File: config.mk
export PLATFORM = sky130hd
export DESIGN_NAME = tdm_mux8_tx_flat
export DESIGN_NICKNAME = d
export VERILOG_FILES = /design/src/rtl/tdm_pkg.sv /design/src/rtl/tdm_mux8_tx_if.sv /design/src/rtl/tdm_slot_counter.sv /design/src/rtl/tdm_mux8_tx.sv /design/src/flat_wrapper.sv
export SDC_FILE = /design/constraint.sdc
export NUM_CORES = 1
export LEC_CHECK = 0
export ABC_AREA = 1
export CORE_MARGIN = 2
export CORE_UTILIZATION = 50
export DETAILED_ROUTE_END_ITERATION = 16
export PLACE_DENSITY = 0.87
export SLEW_MARGIN = 20
export SYNTH_ARGS = -nofsm -noshare
export SYNTH_HDL_FRONTEND = slang
export SYNTH_SLANG_ARGS = --single-unit
File: constraint.sdc
create_clock -name clk -period 1.85 [get_ports clk]
set_clock_uncertainty 0.05 [all_clocks]
set_input_delay 0.37 -clock clk [delete_from_list [all_inputs] [get_ports clk]]
set_output_delay 0.37 -clock clk [all_outputs]
set_load 0.03 [all_outputs]
File: src/rtl/tdm_pkg.sv
// Shared definitions for the 8-channel TDM link.
// Used by both the transmit end and the far-end distributor.
package tdm_pkg;

  typedef enum logic [1:0] {
    IDLE,
    SEND,
    DONE
  } tdmState_t;

  localparam int N_SLOTS = 8;
  localparam int SLOT_W = 3;
  localparam logic IDLE_BIT = 1'b1;

  // Select bus ordering: {A,B,C} = S2..S0
  localparam int SEL_A = 2;
  localparam int SEL_B = 1;
  localparam int SEL_C = 0;

  function automatic logic [SLOT_W-1:0] bitIndex(
    input logic [SLOT_W-1:0] slot,
    input bit lsbFirst
  );
    logic [SLOT_W-1:0] last;
    last = SLOT_W'(N_SLOTS - 1);
    return lsbFirst ? slot : last - slot;
  endfunction

endpackage

File: src/rtl/tdm_mux8_tx_if.sv
// Producer handshake plus serial link outputs.
// master = producer/observer side, slave = transmitter.
interface tdm_mux8_tx_if;

  logic [7:0] iData;
  logic       iValid;
  logic       oReady;
  logic       oBit;
  logic       oA;
  logic       oB;
  logic       oC;
  logic       oFrame;
  logic       oBusy;
  logic       oDone;

  modport master (
    output iData, iValid,
    input  oReady, oBit, oA, oB, oC,
    input  oFrame, oBusy, oDone
  );

  modport slave (
    input  iData, iValid,
    output oReady, oBit, oA, oB, oC,
    output oFrame, oBusy, oDone
  );

endinterface

File: src/rtl/tdm_slot_counter.sv
// Hold counter plus 3-bit slot counter.
// slotNext is exposed so the top can register outputs in step.
module tdm_slot_counter
  import tdm_pkg::*;
#(
  parameter int HOLD = 1
) (
  input  logic              clk,
  input  logic              rst_n,
  input  logic              clear,
  input  logic              enable,
  output logic [SLOT_W-1:0] slot,
  output logic [SLOT_W-1:0] slotNext,
  output logic              lastSlotDone
);

  localparam logic [3:0] HOLD_LAST = 4'(HOLD - 1);
  localparam logic [SLOT_W-1:0] SLOT_LAST = SLOT_W'(N_SLOTS - 1);

  logic [3:0] hold;
  logic [3:0] holdNext;
  logic       holdWrap;

  assign holdWrap = (hold == HOLD_LAST);

  always_comb begin
    holdNext     = hold;
    slotNext     = slot;
    lastSlotDone = 1'b0;
    if (clear) begin
      holdNext = '0;
      slotNext = '0;
    end else if (enable) begin
      if (holdWrap) begin
        holdNext     = '0;
        slotNext     = slot + 3'd1;
        lastSlotDone = (slot == SLOT_LAST);
      end else begin
        holdNext = hold + 4'd1;
      end
    end
  end

  always_ff @(posedge clk or negedge rst_n) begin
    if (!rst_n) begin
      hold <= '0;
      slot <= '0;
    end else begin
      hold <= holdNext;
      slot <= slotNext;
    end
  end

endmodule

File: src/rtl/tdm_mux8_tx.sv
// TDM transmit end: latch a byte, send one bit per slot
// with its channel select, framing and handshake.
module tdm_mux8_tx
  import tdm_pkg::*;
#(
  parameter int HOLD      = 1,
  parameter bit LSB_FIRST = 1
) (
  input logic          clk,
  input logic          rst_n,
  tdm_mux8_tx_if.slave link
);

  if (HOLD < 1 || HOLD > 15) begin : gHoldCheck
    $error("tdm_mux8_tx: HOLD must be 1..15");
  end

  tdmState_t         state;
  tdmState_t         stateNext;
  logic [7:0]        shadow;
  logic [7:0]        shadowNext;
  logic              accept;
  logic              clear;
  logic              enable;
  logic              lastSlotDone;
  logic [SLOT_W-1:0] slot;
  logic [SLOT_W-1:0] slotNext;

  logic              readyQ, readyD;
  logic              bitQ, bitD;
  logic              frameQ, frameD;
  logic              busyQ, busyD;
  logic              doneQ, doneD;
  logic [SLOT_W-1:0] selQ, selD;

  tdm_slot_counter #(
    .HOLD(HOLD)
  ) uCounter (
    .clk          (clk),
    .rst_n        (rst_n),
    .clear        (clear),
    .enable       (enable),
    .slot         (slot),
    .slotNext     (slotNext),
    .lastSlotDone (lastSlotDone)
  );

  assign accept = link.iValid && readyQ;

  always_comb begin
    stateNext  = state;
    shadowNext = shadow;
    clear      = 1'b0;
    enable     = 1'b0;
    unique case (state)
      IDLE: begin
        if (accept) begin
          stateNext  = SEND;
          clear      = 1'b1;
          shadowNext = link.iData;
        end
      end
      SEND: begin
        enable = 1'b1;
        if (lastSlotDone) stateNext = DONE;
      end
      DONE: begin
        stateNext = IDLE;
        if (accept) begin
          stateNext  = SEND;
          clear      = 1'b1;
          shadowNext = link.iData;
        end
      end
      default: stateNext = IDLE;
    endcase
  end

  // Outputs are computed from next-state so they land in step with it
  always_comb begin
    readyD = (stateNext != SEND);
    busyD  = (stateNext == SEND);
    doneD  = (stateNext == DONE);
    bitD   = IDLE_BIT;
    selD   = '0;
    frameD = 1'b0;
    if (busyD) begin
      bitD   = shadowNext[bitIndex(slotNext, LSB_FIRST)];
      selD   = slotNext;
      frameD = (slotNext == '0);
    end
  end

  always_ff @(posedge clk or negedge rst_n) begin
    if (!rst_n) begin
      state  <= IDLE;
      shadow <= '0;
      readyQ <= 1'b1;
      bitQ   <= IDLE_BIT;
      selQ   <= '0;
      frameQ <= 1'b0;
      busyQ  <= 1'b0;
      doneQ  <= 1'b0;
    end else begin
      state  <= stateNext;
      shadow <= shadowNext;
      readyQ <= readyD;
      bitQ   <= bitD;
      selQ   <= selD;
      frameQ <= frameD;
      busyQ  <= busyD;
      doneQ  <= doneD;
    end
  end

  assign link.oReady = readyQ;
  assign link.oBit   = bitQ;
  assign link.oA     = selQ[SEL_A];
  assign link.oB     = selQ[SEL_B];
  assign link.oC     = selQ[SEL_C];
  assign link.oFrame = frameQ;
  assign link.oBusy  = busyQ;
  assign link.oDone  = doneQ;

endmodule

File: src/flat_wrapper.sv
// flat-port wrapper written by rule: the top's interface ports become plain ports
module tdm_mux8_tx_flat import tdm_pkg::*;
#(
  parameter int HOLD      = 1,
  parameter bit LSB_FIRST = 1
)
  (clk, rst_n, link_iData, link_iValid, link_oReady, link_oBit, link_oA, link_oB, link_oC, link_oFrame, link_oBusy, link_oDone);
  tdm_mux8_tx_if link_i ();
  input logic clk;
  input logic rst_n;
  input wire logic [$bits(link_i.iData)-1:0] link_iData;
  input wire logic [$bits(link_i.iValid)-1:0] link_iValid;
  output wire logic [$bits(link_i.oReady)-1:0] link_oReady;
  output wire logic [$bits(link_i.oBit)-1:0] link_oBit;
  output wire logic [$bits(link_i.oA)-1:0] link_oA;
  output wire logic [$bits(link_i.oB)-1:0] link_oB;
  output wire logic [$bits(link_i.oC)-1:0] link_oC;
  output wire logic [$bits(link_i.oFrame)-1:0] link_oFrame;
  output wire logic [$bits(link_i.oBusy)-1:0] link_oBusy;
  output wire logic [$bits(link_i.oDone)-1:0] link_oDone;
  assign link_i.iData = link_iData;
  assign link_i.iValid = link_iValid;
  assign link_oReady = link_i.oReady;
  assign link_oBit = link_i.oBit;
  assign link_oA = link_i.oA;
  assign link_oB = link_i.oB;
  assign link_oC = link_i.oC;
  assign link_oFrame = link_i.oFrame;
  assign link_oBusy = link_i.oBusy;
  assign link_oDone = link_i.oDone;
  tdm_mux8_tx #(.HOLD(HOLD), .LSB_FIRST(LSB_FIRST)) u_core (.clk(clk), .rst_n(rst_n), .link(link_i));
endmodule
==> flow_metrics.env <==
export IMPL_cts_max_level=1
export IMPL_layout_common_cells="dfrtp_1 (23), inv_1 (20), nand2_1 (16), clkdlybuf4s50_1 (16)"
export IMPL_track_usage_pct=20.4
export IMPL_synth_top_cell_by_area="dfrtp_1"
export IMPL_ys_ff_latch=25
export IMPL_cp_start_kind="flop"
export IMPL_design_die_area_um2=2800
export IMPL_cts_setup_buffers=0
export IMPL_layout_commonest_cell="dfrtp_1"
export IMPL_drv_slew=0
export IMPL_die_w_um=53.0
export IMPL_synth_area_leaders="dfrtp_1 (48%), inv_1 (6.3%), nand2_1 (5.0%)"
export IMPL_crit_buf_inv=1
export IMPL_rsz0062_at_grt="no"
export IMPL_initial_core_util_pct=53.7
export IMPL_path_class="flop to primary output"
export IMPL_totalWireLength_um=2330
export IMPL_drive_gt1_share_pct=24.0
export IMPL_cts_repair_resized=2
export IMPL_clkTransAtPathRegs_ps=140
export IMPL_powerDensity_nw_per_um2=1770
export IMPL_async_reset_ff_share_pct=100
export IMPL_cts_tree="done"
export IMPL_multi_input_area_um2=465
export IMPL_synth_edf_count=0
export IMPL_dp_slack_ps=-144
export IMPL_gp_congestion=0.831
export IMPL_ys_flop_type="dfrtp_1"
export IMPL_via_per_inst=5.11
export IMPL_antenna_left=0
export IMPL_slew_headroom_pct=79.1
export IMPL_setup_tns_ps=0
export IMPL_synth_warning_count=0
export IMPL_path_delay_family="buffers and inverters"
export IMPL_max_slew_worst_pin_slew_ps=313
export IMPL_io_buffers=18
export IMPL_grt_pass1_wl_um=4120
export IMPL_p_leak_nw=0.721
export IMPL_num_fill_cells=176
export IMPL_end_kind="primary output"
export IMPL_syn_area_um2=1200
export IMPL_grt_overflow_total=0
export IMPL_fmaxAchievable_mhz=569
export IMPL_cp_required_ps=1430
export IMPL_hold_buffers=0
export IMPL_clock_latency_ps=320
export IMPL_period_share_pct=94.9
export IMPL_vias=930
export IMPL_synthCells=126
export IMPL_hpwl_um=1810
export IMPL_die_height_um=53.0
export IMPL_path_cells="clkdlybuf4s50_1"
export IMPL_synth_top_area_share_pct=48.0
export IMPL_syn_num_nets=141
export IMPL_finalSetupViolCount=0
export IMPL_fin_area_um2=1480
export IMPL_io_pins=19
export IMPL_drtIter0Drc=12
export IMPL_hold_class="input port to async pin"
export IMPL_path_max_fanout=1
export IMPL_worst_slack_ps=93.5
export IMPL_cap_violations=0
export IMPL_grt_pass1_vias=993
export IMPL_timing_hold_violations_final=0
export IMPL_root_buffer="clkbuf_4"
export IMPL_area_growth_pct=23.8
export IMPL_grt_start_max_net_pins=26
export IMPL_max_stage_delay_ps=660
export IMPL_drtPass1Iterations=4
export IMPL_arrival_ps=1340
export IMPL_diodes=0
export IMPL_core_area_um2=2230
export IMPL_nNetsFinal=170
export IMPL_place_area_um2=1460
export IMPL_clkSinkCount=25
export IMPL_regArea_um2=628
export IMPL_syn_area_per_cell_um2=9.51
export IMPL_timing_hold_ws_ps=340
export IMPL_post_drt_wl_per_cell_um=12.8
export IMPL_synth_cell_types=26
export IMPL_irDropWorstVdd_v=0.00107
export IMPL_drc=0
export IMPL_cp_slowest_cell="clkdlybuf4s50_1"
export IMPL_cts_buffer_depth=2
export IMPL_status="completed"
export IMPL_antenna_found_initial=0
export IMPL_finalCriticalPeriod_ps=1760
export IMPL_rows=17
export IMPL_numCtsBuffers=3
export IMPL_ys_seq_area_share_pct=52.4
-- cell usage after synthesis, types with 2 or more instances --
master / instances
nand2_2: 2
nor2_1: 4
inv_2: 5
or2_2: 5
ha_1: 4
nor2_2: 4
nand3_1: 10
nand3_2: 2
o21ai_0: 10
dfrtp_1: 23
nand2_1: 16
nand3_4: 2
a21oi_1: 3
inv_1: 20
nand4_1: 4
dfstp_2: 2
-- stage by stage --
stage	utilization (%)	total power, W	cells
final	66.4	0.00263	182
after global routing	66.4	0.00285	182
after CTS	66.4	0.00263	182
after detailed placement	65.3	0.00240	178
after global placement	65.3	0.00231	178
after floorplan	-	0.00189	126
-- logic make-up (layout without fill, tap and decap cells) --
| group | Yosys count | after routing | synth area share (%) |
|---|---|---|---|
| compound gates | 15 | 15 | 6.58 |
| xor+xnor | 1 | 1 | 0.731 |
| fa+ha+maj | 4 | 4 | 4.18 |
| buf+inv | 27 | 55 | 8.77 |
| flops | 25 | 25 | 52.4 |
| simple gates | 54 | 54 | 27.3 |
-- routing by layer --
metal	global-route usage, %	vias up	part of all wire (%)
met3	3.95	9	3.5
li1	-	455	-
met2	35.2	22	52
met4	10.3	0	2.4
met5	0	-	0
met1	24.1	444	42
-- final timing paths --
kind | endpoint | start | slack (ps) | cells after the start
max | link_oA | u_core.selQ[2] | 90 | 1
max reg2reg | u_core.link.oBit | u_core.uCounter.hold[0] | 170 | 11
min | u_core.shadow[1] | rst_n | 340 | 2
max in group asynchronous | u_core.link.oReady | rst_n | 1120 | 2
min in group clk | u_core.shadow[5] | u_core.shadow[5] | 540 | 4
min reg2reg | u_core.shadow[5] | u_core.shadow[5] | 540 | 4
-- cell type report --
type                    instances  share of cell area [%]
clock buffers                   3                    1.52
clock inverters                 1                   0.337
inverters                      26                    6.58
multi-input cells              74                    31.4
flip-flops and latches         25                    42.3
well taps                      28                    2.36
repair buffers                 25                    15.5
-- report_power, final --
part	switching, W	internal (W)	leakage, nW
sequential	0.0000922	0.000778	0.303
combinational	0.000930	0.000585	0.400
clock	0.000160	0.0000810	0.0177
-- state kept, by name, summed over array words and instances, names as in the netlist --
register,count
u_core.link.oBusy,1
u_core.link.oBit,1
u_core.link.oFrame,1
u_core.link.oReady,1
u_core.selQ,3
u_core.uCounter.hold,4
u_core.state,2
u_core.uCounter.slot,3
u_core.shadow,8
u_core.link.oDone,1
No activity file was read; power rests on OpenSTA's default activity.
